### src/rtl/pulse_pkg.sv
// Shared widths, pulse descriptor and sequencer state encoding for the
// pulse register / trigger controller / generator slice.
package pulse_pkg;

  localparam int TIME_W     = 32;
  localparam int FREQ_W     = 32;
  localparam int PHASE_W    = 16;
  localparam int AMP_W      = 16;
  localparam int TLEN_W     = 16;
  localparam int ENV_ADDR_W = 10;

  typedef struct packed {
    logic [FREQ_W-1:0]     freq;
    logic [PHASE_W-1:0]    phase;
    logic [AMP_W-1:0]      amp;
    logic [TIME_W-1:0]     tstart;
    logic [TLEN_W-1:0]     tlen;
    logic [ENV_ADDR_W-1:0] env_addr;
  } pulse_t;

  typedef enum logic [1:0] {
    ST_IDLE  = 2'd0,
    ST_ARMED = 2'd1,
    ST_PLAY  = 2'd2
  } ptc_state_e;

endpackage

### src/rtl/pulse_time_cmp.sv
// Wrap-aware compare of a scheduled start time against the free-running
// timebase. The modular difference is read as signed, so the usable window
// is +/- 2^(W-1) cycles around the current count.
module pulse_time_cmp #(
  parameter int W = 32
) (
  input  logic [W-1:0] tstart_i,
  input  logic [W-1:0] counter_i,
  output logic         due_o,
  output logic         late_o
);

  logic [W-1:0] diff;

  assign diff   = tstart_i - counter_i;
  assign due_o  = (diff == '0);
  assign late_o = diff[W-1];

endmodule

### src/rtl/pulse_trigger_ctrl.sv
// Sequencer between the pulse register and the pulse generator: accepts one
// pulse, holds it until its start time, then plays it for t_len beats.
// The arm/late decision for a newly accepted pulse is taken in the transfer
// cycle itself, so a pulse accepted on the previous pulse's last beat and
// due in that same cycle plays without a gap.
module pulse_trigger_ctrl
  import pulse_pkg::*;
#(
  parameter bit DROP_LATE = 1'b0
) (
  input  logic                  clk,
  input  logic                  rst_n,
  input  logic [TIME_W-1:0]     counter,
  input  logic                  enable,
  input  logic                  abort,
  input  logic                  in_valid,
  output logic                  in_ready,
  input  logic [FREQ_W-1:0]     in_freq,
  input  logic [PHASE_W-1:0]    in_phase,
  input  logic [AMP_W-1:0]      in_amp,
  input  logic [TIME_W-1:0]     in_tstart,
  input  logic [TLEN_W-1:0]     in_tlen,
  input  logic [ENV_ADDR_W-1:0] in_env_addr,
  output logic                  gen_valid,
  output logic                  gen_first,
  output logic                  gen_last,
  output logic [FREQ_W-1:0]     gen_freq,
  output logic [PHASE_W-1:0]    gen_phase,
  output logic [AMP_W-1:0]      gen_amp,
  output logic [ENV_ADDR_W-1:0] gen_env_addr,
  output logic                  busy,
  output logic                  late_err,
  output logic [7:0]            late_count,
  output logic [15:0]           pulses_done
);

  ptc_state_e            state_q, state_d;
  pulse_t                pulse_q, in_pulse, src_pulse;
  logic [TLEN_W-1:0]     beat_q;
  logic                  gen_valid_q, gen_first_q, gen_last_q;
  logic [FREQ_W-1:0]     gen_freq_q;
  logic [PHASE_W-1:0]    gen_phase_q;
  logic [AMP_W-1:0]      gen_amp_q;
  logic [ENV_ADDR_W-1:0] gen_env_addr_q;
  logic                  late_err_q;
  logic [7:0]            late_count_q;
  logic [15:0]           pulses_done_q;

  logic transfer, take_new, due, late, start_play, late_hit, last_beat;

  // Pack the incoming pulse fields into one descriptor
  always_comb begin
    in_pulse          = '0;
    in_pulse.freq     = in_freq;
    in_pulse.phase    = in_phase;
    in_pulse.amp      = in_amp;
    in_pulse.tstart   = in_tstart;
    in_pulse.tlen     = in_tlen;
    in_pulse.env_addr = in_env_addr;
  end

  // While armed the held pulse is timed; otherwise the one being offered
  assign src_pulse = (state_q == ST_ARMED) ? pulse_q : in_pulse;

  pulse_time_cmp #(.W(TIME_W)) u_cmp (
    .tstart_i  (src_pulse.tstart),
    .counter_i (counter),
    .due_o     (due),
    .late_o    (late)
  );

  assign last_beat  = (state_q == ST_PLAY) && gen_last_q;
  assign in_ready   = enable && !abort && ((state_q == ST_IDLE) || last_beat);
  assign transfer   = in_valid && in_ready;
  assign take_new   = transfer && (in_tlen != '0);
  assign late_hit   = take_new && late;
  assign start_play = !abort &&
                      (((state_q == ST_ARMED) && (due || late)) ||
                       (take_new && (due || (late && !DROP_LATE))));

  // Next-state selection; abort overrides every other transition
  always_comb begin
    state_d = state_q;
    case (state_q)
      ST_ARMED: if (start_play) state_d = ST_PLAY;
      ST_PLAY:  if (gen_last_q) state_d = ST_IDLE;
      default:  state_d = ST_IDLE;
    endcase
    if (transfer) begin
      if (start_play)             state_d = ST_PLAY;
      else if (take_new && !late) state_d = ST_ARMED;
      else                        state_d = ST_IDLE;
    end
    if (abort) state_d = ST_IDLE;
  end

  // Sequencer state, held pulse, registered generator drive and counters
  always_ff @(posedge clk or negedge rst_n) begin
    if (!rst_n) begin
      state_q        <= ST_IDLE;
      pulse_q        <= '0;
      beat_q         <= '0;
      gen_valid_q    <= 1'b0;
      gen_first_q    <= 1'b0;
      gen_last_q     <= 1'b0;
      gen_freq_q     <= '0;
      gen_phase_q    <= '0;
      gen_amp_q      <= '0;
      gen_env_addr_q <= '0;
      late_err_q     <= 1'b0;
      late_count_q   <= '0;
      pulses_done_q  <= '0;
    end else begin
      state_q    <= state_d;
      late_err_q <= late_hit;
      if (transfer) pulse_q <= in_pulse;
      if (late_hit && (late_count_q != 8'hFF))
        late_count_q <= late_count_q + 8'd1;
      if (last_beat && !abort && (pulses_done_q != 16'hFFFF))
        pulses_done_q <= pulses_done_q + 16'd1;

      if (start_play) begin
        gen_valid_q    <= 1'b1;
        gen_first_q    <= 1'b1;
        gen_last_q     <= (src_pulse.tlen == TLEN_W'(1));
        gen_freq_q     <= src_pulse.freq;
        gen_phase_q    <= src_pulse.phase;
        gen_amp_q      <= src_pulse.amp;
        gen_env_addr_q <= src_pulse.env_addr;
        beat_q         <= '0;
      end else if ((state_q == ST_PLAY) && !gen_last_q && !abort) begin
        gen_first_q    <= 1'b0;
        gen_last_q     <= ((beat_q + TLEN_W'(1)) == (pulse_q.tlen - TLEN_W'(1)));
        gen_env_addr_q <= gen_env_addr_q + ENV_ADDR_W'(1);
        beat_q         <= beat_q + TLEN_W'(1);
      end else begin
        gen_valid_q <= 1'b0;
        gen_first_q <= 1'b0;
        gen_last_q  <= 1'b0;
      end
    end
  end

  assign gen_valid    = gen_valid_q;
  assign gen_first    = gen_first_q;
  assign gen_last     = gen_last_q;
  assign gen_freq     = gen_freq_q;
  assign gen_phase    = gen_phase_q;
  assign gen_amp      = gen_amp_q;
  assign gen_env_addr = gen_env_addr_q;
  assign busy         = (state_q != ST_IDLE);
  assign late_err     = late_err_q;
  assign late_count   = late_count_q;
  assign pulses_done  = pulses_done_q;

endmodule

### config.mk
export PLATFORM = sky130hd
export DESIGN_NAME = pulse_trigger_ctrl
export DESIGN_NICKNAME = d
export VERILOG_FILES = /design/src/rtl/pulse_pkg.sv /design/src/rtl/pulse_time_cmp.sv /design/src/rtl/pulse_trigger_ctrl.sv
export SDC_FILE = /design/constraint.sdc
export NUM_CORES = 1
export LEC_CHECK = 0
export BUFFER_PORTS_ARGS = -buffer_cell sky130_fd_sc_hd__buf_2
export CAP_MARGIN = 30
export CORE_MARGIN = 2
export CORE_UTILIZATION = 38
export DETAILED_ROUTE_END_ITERATION = 6
export MAX_ROUTING_LAYER = met4
export SYNTH_ARGS = -nofsm -noshare
export SYNTH_HDL_FRONTEND = slang
export SYNTH_SLANG_ARGS = --single-unit
### constraint.sdc
create_clock -name clk -period 8.6 [get_ports clk]
set_clock_uncertainty 0.2 [all_clocks]
set_input_delay 1.72 -clock clk [delete_from_list [all_inputs] [get_ports clk]]
set_output_delay 1.72 -clock clk [all_outputs]
set_load 0.03 [all_outputs]
==> flow_summary_export.csv, run 1 <==
group,metric,value,unit
grt,grt_use_met3,4.946,%
sta,hold_viol,0,
finish,area_delta_synth_final,20.50,%
grt,overflow,0,
logic_synthesis,synth_top_cell_area_share,44.78,%
sta,final_max_slew_viol_count,0,
finish,finalNetCount,1780,
floorplan,initial_utilization,38.30,%
placed_design,gp_congestion,0.8976,
grt,grt_max_degree,77,
cts,cts_buffers,28,
route,drc_errors,0,
grt,grt_pass1_wl,59500,microns
worst_setup_path,arrival,6.91,ns
logic_synthesis,synth.avg_cell_area,9.996,sq um
power_and_ir_drop,net-switching-power,1.732,mW
hold_path,hold-path-cell-count,2,
logic_synthesis,async_flop_share,100.0,%
cts,cts_max_level,1,
worst_setup_path,startpoint_type,"input port",
grt,grt_pass1_vias,11140,
route,routed-via-count,11130,
logic_synthesis,synth-edff-count,0,
sta,tightest_slew,1.078,ns
logic_synthesis,syn_area,0.01352,sq mm
logic_synthesis,netlist_instances,1353,
hold_path,hp-class,"reg2reg",
cts,cts_root_buf,"clkbuf_16",
cts,cts_tree,"built",
cts,cts_hold_buf,0,
sta,fin_crit_sh,77.21,%
cts,clock_sinks,242,
logic_synthesis,ys_types,64,
logic_synthesis,yosysWarningCount,0,
floorplan,dieArea,0.03712,sq mm
worst_setup_path,critPathMaxFanout,76,
power_and_ir_drop,pwr-share-comb,33.8,%
floorplan,core_area,0.03531,sq mm
sta,setup-tns-final,0,ns
route,dr.pass1.iters,5,
route,drtIter0Drc,567,
route,ant_nets,0,
sta,max_slew_margin,27.68,%
power_and_ir_drop,internal-power,2.887,mW
grt,grt-busiest-layer,"met2",
job,cap_violations,0,
power_and_ir_drop,total_power,4.619,mW
power_and_ir_drop,p_leak,7.415,nW
grt,grt.met2_usage,32.66,%
logic_synthesis,ys_seq_area_share,44.78,%
logic_synthesis,synth-main-ff-cell,"dfrtp_1",
placed_design,numPortBuffers,262,
placed_design,dp_hpwl,26890,microns
logic_synthesis,syn-num-nets,1549,
power_and_ir_drop,power_density,283.5,mW/mm^2
cts,worst_skew_pair.late_latency,0.57,ns
floorplan,die_h,192.7,microns
sta,post-route-min-period,6.640,ns
route,viasPerCell,5.374,
worst_setup_path,end_kind,"flip-flop",
route,wirelength,37920,microns
power_and_ir_drop,vdd_drop_max,0.0001869,V
power_and_ir_drop,seqPwrFrac,38.2,%
logic_synthesis,yosys.area.top_type,"dfrtp_1",
status,status,"finished clean",
power_and_ir_drop,power_switching_share,37.49,%
cts,clockBufferDepth,3,
floorplan,die_w,192.7,microns
grt,grt_antenna_before_repair,3,
grt,met1_usage,26.53,%
cts,clk_pin_slew,0.06,ns
floorplan,fp-row-count,69,
worst_setup_path,worstSetupPathType,"in2reg",
grt,grt_use_total,20.66,%
logic_synthesis,ys_ff_latch,242,
finish,post-route-util,46.15,%
route,avgRoutedWirePerCell,18.31,microns
power_and_ir_drop,power.clock.fraction,28.0,%
finish,final_layout_size_suffix_gt1_share,29.39,%
worst_setup_path,reg2regPathDepth,17,
cts,post_cts_resized,0,
logic_synthesis,synth_area_leaders,"dfrtp_1 (45%), mux2_2 (10%), mux2i_1 (6.6%)",
cts,post_cts_buffers,0,
sta,finalSetupViolations,0,
sta,rsz0062_at_grt,"false",
worst_setup_path,worstPathRequired,8.87,ns
floorplan,ios,263,
finish,fill_cells,3353,
sta,fmax,150.6,MHz
-- cells in the final DEF, fill, tap and decap left out, types with 5 or more instances in the layout --
cell type  synthesis  final
dfrtp_1          242    242
or3_1              7      7
clkbuf_8           0      9
o22ai_1            6      6
nor4_1            12     12
a21oi_1           40     40
a221oi_1           5      5
o21ai_0          164    164
nand3_1           24     24
and2_1             8      8
xor2_1            26     26
clkinv_2           1      5
nor2_1            37     37
and3_1            19     19
nand2b_1           8      8
clkbuf_1          59      5
ha_1              36     36
o31ai_1            5      5
buf_4              1     10
nand2_1          163    162
o211ai_1           8      8
o21a_1             9      9
nor3_1            26     25
inv_1             49     49
a21o_1             9      8
a31oi_1            5      5
nand4_1           29     29
mux2_2           126    126
buf_2              3    261
mux2i_1           89     89
a311o_1            7      7
xnor2_1           53     53
or2_2              6      6
clkbuf_16          0     28
-- final cells by class --
class / instances / area (sq um) / area share, %
multi-input combinational: 989 / 7027 / 43.12
clock inverter: 10 / 178.9 / 1.098
tap: 461 / 576.8 / 3.539
sequential: 242 / 6056 / 37.16
clock buffer: 42 / 843.3 / 5.175
antenna: 4 / 10.01 / 0.06142
inverter: 50 / 188.9 / 1.159
timing repair buffer: 273 / 1416 / 8.691
-- power groups by stage --
stage               Sequential [mW]  Clock, mW  Combinational, mW
floorplan                      2.08          0              0.724
global placement               1.76          0               1.55
detailed placement             1.78          0               1.57
CTS                            1.77       1.33               1.58
global route                   1.82       1.38               1.71
finish                         1.77       1.29               1.56
-- stage by stage --
step	instance area (sq um)	hold slack (ns)	instances	worst slack (ns)
CTS	16290	0.2758	2067	1.936
detailed placement	15260	0.2607	2015	1.347
finish	16300	0.2707	2071	1.960
global placement	15260	0.2641	2015	1.497
global route	16290	0.3116	2070	1.682
floorplan	13520	0.2792	1353	2.813
-- cells in the mapped netlist (29+ instances only) --
| cell | number |
|---|---|
| a21oi_1 | 40 |
| o21ai_0 | 164 |
| nand4_1 | 29 |
| mux2_2 | 126 |
| xnor2_1 | 53 |
| clkbuf_1 | 59 |
| nor2_1 | 37 |
| ha_1 | 36 |
| nand2_1 | 163 |
| inv_1 | 49 |
| mux2i_1 | 89 |
| dfrtp_1 | 242 |
-- per-layer routing --
metal  vias up  share of wire, %
met5         -                 0
met4         0               2.5
met3        64               6.7
met2       309                47
met1      5442                44
li1       5314                 -
-- worst max-delay path, stage by stage --
cell      delay, ns
buf_2          0.11
mux2i_1        0.14
ha_1           0.18
inv_1          0.05
fa_1           0.43
a211oi_2       0.28
o21ai_1        0.17
and4_4         0.23
or3_1          0.35
a221o_1        0.35
or4_1          0.51
nor4_1         0.56
a41oi_4        0.19
buf_4          0.34
or2_4          0.59
clkinv_2       0.38
mux2i_1        0.25
-- logic make-up (layout without fill, tap and decap cells) --
| kind of cell | Yosys count | count (layout) | synth area share [%] |
|---|---|---|---|
| adders and majority gates | 37 | 37 | 3.479 |
| other | 0 | 4 | 0 |
| muxes | 215 | 215 | 17.08 |
| buffers and inverters | 122 | 375 | 3.562 |
| DFF | 242 | 242 | 44.78 |
| xor gates and xnor gates | 79 | 79 | 5.116 |
| and+or+nand+nor | 356 | 356 | 12.51 |
| AOI/OAI and AO/OA | 302 | 302 | 13.48 |
-- state kept, by name, summed over array words and instances, names as in the netlist --
name,cells
beat_q,16
pulse_q,122
gen_last,1
gen_phase,16
gen_env_addr,10
pulses_done,16
gen_amp,16
late_count,8
gen_first,1
gen_valid,1
gen_freq,32
state_q,2
late_err,1
-- final timing paths --
path	startpoint	to	slack [ns]
worst max-delay path	in_tstart[0]	gen_env_addr[2]$_DFFE_PN0P_	1.96
worst min register to register	gen_valid$_DFFE_PN0P_	gen_valid$_DFFE_PN0P_	0.27
worst max register to register	state_q[0]$_DFFE_PN0P_	gen_env_addr[2]$_DFFE_PN0P_	2.03
max in group asynchronous	rst_n	gen_phase[4]$_DFFE_PN0N_	5.91
min in group asynchronous	rst_n	pulse_q[40]$_DFFE_PN0P_	0.93
worst min-delay path	gen_valid$_DFFE_PN0P_	gen_valid$_DFFE_PN0P_	0.27
(Power assumes the default switching activity.)
==> run 2: changes to the inputs <==
- clock period: 8.6 -> 5.9 ns (I/O delays scaled with it)
==> flow_summary_export.csv, run 2 (synthesis gave the netlist of run 1 again) <==
group,metric,value,unit
grt,met1_usage,26.11,%
finish,final_cell_mix,"buf_2 (261), dfrtp_1 (242), o21ai_0 (164), nand2_1 (162), mux2_2 (126)",
floorplan,ios,263,
grt,grt_use_total,20.11,%
cts,cts_max_level,1,
grt,overflow,0,
power_and_ir_drop,total_power,6.593,mW
grt,grt_antenna_before_repair,5,
route,viasPerCell,5.347,
finish,largest_register,"pulse_q",
route,drc_errors,0,
worst_setup_path,critPathMaxFanout,30,
power_and_ir_drop,power_density,404.5,mW/mm^2
hold_path,hold-path-cell-count,2,
worst_setup_path,worstSetupPathType,"reg2reg",
sta,fin_crit_sh,94.72,%
finish,finalNetCount,1786,
finish,multi_input_area,0.007027,sq mm
cts,post_cts_resized,0,
cts,clock_sinks,242,
finish,post-route-util,46.15,%
placed_design,gp_congestion,0.8775,
sta,whs,0.2803,ns
floorplan,core_area,0.03531,sq mm
sta,final_max_slew_viol_count,0,
hold_path,holdPathEnd,"gen_valid$_DFFE_PN0P_",
finish,largest_register_ffs,122,
worst_setup_path,rr_endpoint,"gen_last$_DFF_PN0_",
worst_setup_path,startpoint_type,"flip-flop",
worst_setup_path,end_kind,"flip-flop",
grt,grt_max_degree,102,
route,dr.pass1.iters,5,
floorplan,fp-row-count,69,
placed_design,dp_hpwl,26200,microns
sta,post-route-min-period,5.588,ns
cts,worst_skew_pair.late_latency,0.56,ns
sta,max_slew_margin,38.12,%
finish,area_delta_synth_final,20.50,%
cts,cts_root_buf,"clkbuf_16",
finish,mostFrequentLayoutCell,"buf_2",
sta,finalSetupViolations,0,
job,cap_violations,0,
hold_path,min_from,"gen_valid$_DFFE_PN0P_",
route,avgRoutedWirePerCell,17.82,microns
finish,fill_cells,3418,
grt,grt_pass1_vias,10860,
floorplan,initial_utilization,38.30,%
floorplan,die_w,192.7,microns
floorplan,die_h,192.7,microns
hold_path,hp-class,"reg2reg",
worst_setup_path,r2r_slack,0.31,ns
sta,tightest_slew,0.9281,ns
cts,post_cts_buffers,0,
grt,grt-busiest-layer,"met2",
floorplan,dieArea,0.03712,sq mm
placed_design,numPortBuffers,262,
sta,setup-tns-final,0,ns
worst_setup_path,reg2reg_from,"state_q[0]$_DFFE_PN0P_",
route,ant_nets,0,
grt,grt_pass1_wl,58020,microns
cts,clockBufferDepth,3,
grt,grt_use_met3,4.583,%
sta,hold_viol,0,
cts,clk_pin_slew,0.06,ns
cts,cts_buffers,28,
route,routed-via-count,11100,
power_and_ir_drop,vdd_drop_max,0.0002970,V
worst_setup_path,arrival,5.84,ns
grt,grt.met2_usage,31.43,%
power_and_ir_drop,p_leak,7.417,nW
status,status,"finished clean",
sta,fmax,178.9,MHz
sta,rsz0062_at_grt,"false",
cts,cts_hold_buf,0,
route,drtIter0Drc,602,
worst_setup_path,worstPathRequired,6.15,ns
worst_setup_path,reg2regPathDepth,17,
finish,regArea,0.006056,sq mm
cts,cts_tree,"built",
finish,final_layout_size_suffix_gt1_share,29.50,%
route,wirelength,37000,microns
## run 2: changes by cell type in the layout (fill, tap and decap cells not counted), sizes merged
cell      previous run  this run
buf                273       279
bufinv               4         2
clkbuf              42        41
clkinv               6         7
clkinvlp             0         1
diode                4         5
inv                 50        49
## run 2: how the worst max path moves through the flow
stage / cells past startpoint / slack (ns) / to / from
floorplan: 19 / 0.51 / beat_q[12]$_DFFE_PN0P_ / state_q[0]$_DFFE_PN0P_
global placement: 17 / 0.1 / gen_env_addr[1]$_DFFE_PN0P_ / in_tstart[0]
detailed placement: 17 / 0.02 / gen_env_addr[0]$_DFFE_PN0P_ / in_tstart[0]
CTS: 17 / 0.34 / gen_last$_DFF_PN0_ / state_q[0]$_DFFE_PN0P_
global route: 17 / 0.01 / beat_q[6]$_DFFE_PN0P_ / state_q[0]$_DFFE_PN0P_
finish: 17 / 0.31 / gen_last$_DFF_PN0_ / state_q[0]$_DFFE_PN0P_
## run 2: cell type report
cell class              instances  share of cell area, %
repair buffers                279                  9.167
flip-flops and latches        242                  37.16
clock buffers                  41                  5.029
well taps                     461                  3.539
multi-input cells             989                  43.12
clock inverters                 9                 0.7524
diodes                          5                0.07678
inverters                      50                  1.159
## run 2: metal layers
metal / share of wire [%] / routed length, microns
met5: 0 / 0
met4: 2.8 / 1025
met3: 6.2 / 2280
met2: 46 / 16980
met1: 45 / 16710
## run 2: report_power, final
group          switching, mW  total (mW)  leakage (nW)  internal [mW]
Clock                  0.715        1.76         0.462           1.05
Combinational           1.42        2.27          3.95          0.851
Sequential             0.364        2.56          3.00           2.20
## run 2: through the flow
step | instances | worst slack, ns | cell area, sq um
2_1_floorplan | 1353 | 0.5114 | 13520
3_3_place_gp | 2020 | 0.09769 | 15310
3_5_place_dp | 2021 | 0.01749 | 15340
4_1_cts | 2071 | 0.3448 | 16280
5_1_grt | 2076 | 0.009578 | 16300
6_report | 2076 | 0.3117 | 16300
## run 2: critical path, cell delays in order (launching register included)
cell and delay [ns]:
dfrtp_1 0.47, nor2b_4 0.27, buf_4 0.35, buf_4 0.43, nand2_1 0.10, nand2_1 0.11, ha_1 0.32, a21oi_1 0.30
o21ai_0 0.15, or3b_2 0.25, nand4_1 0.08, and2_1 0.20, a221oi_1 0.39, mux2_2 0.42, a41oi_4 0.23, or2_4 0.40
clkinv_2 0.41, a32o_1 0.34
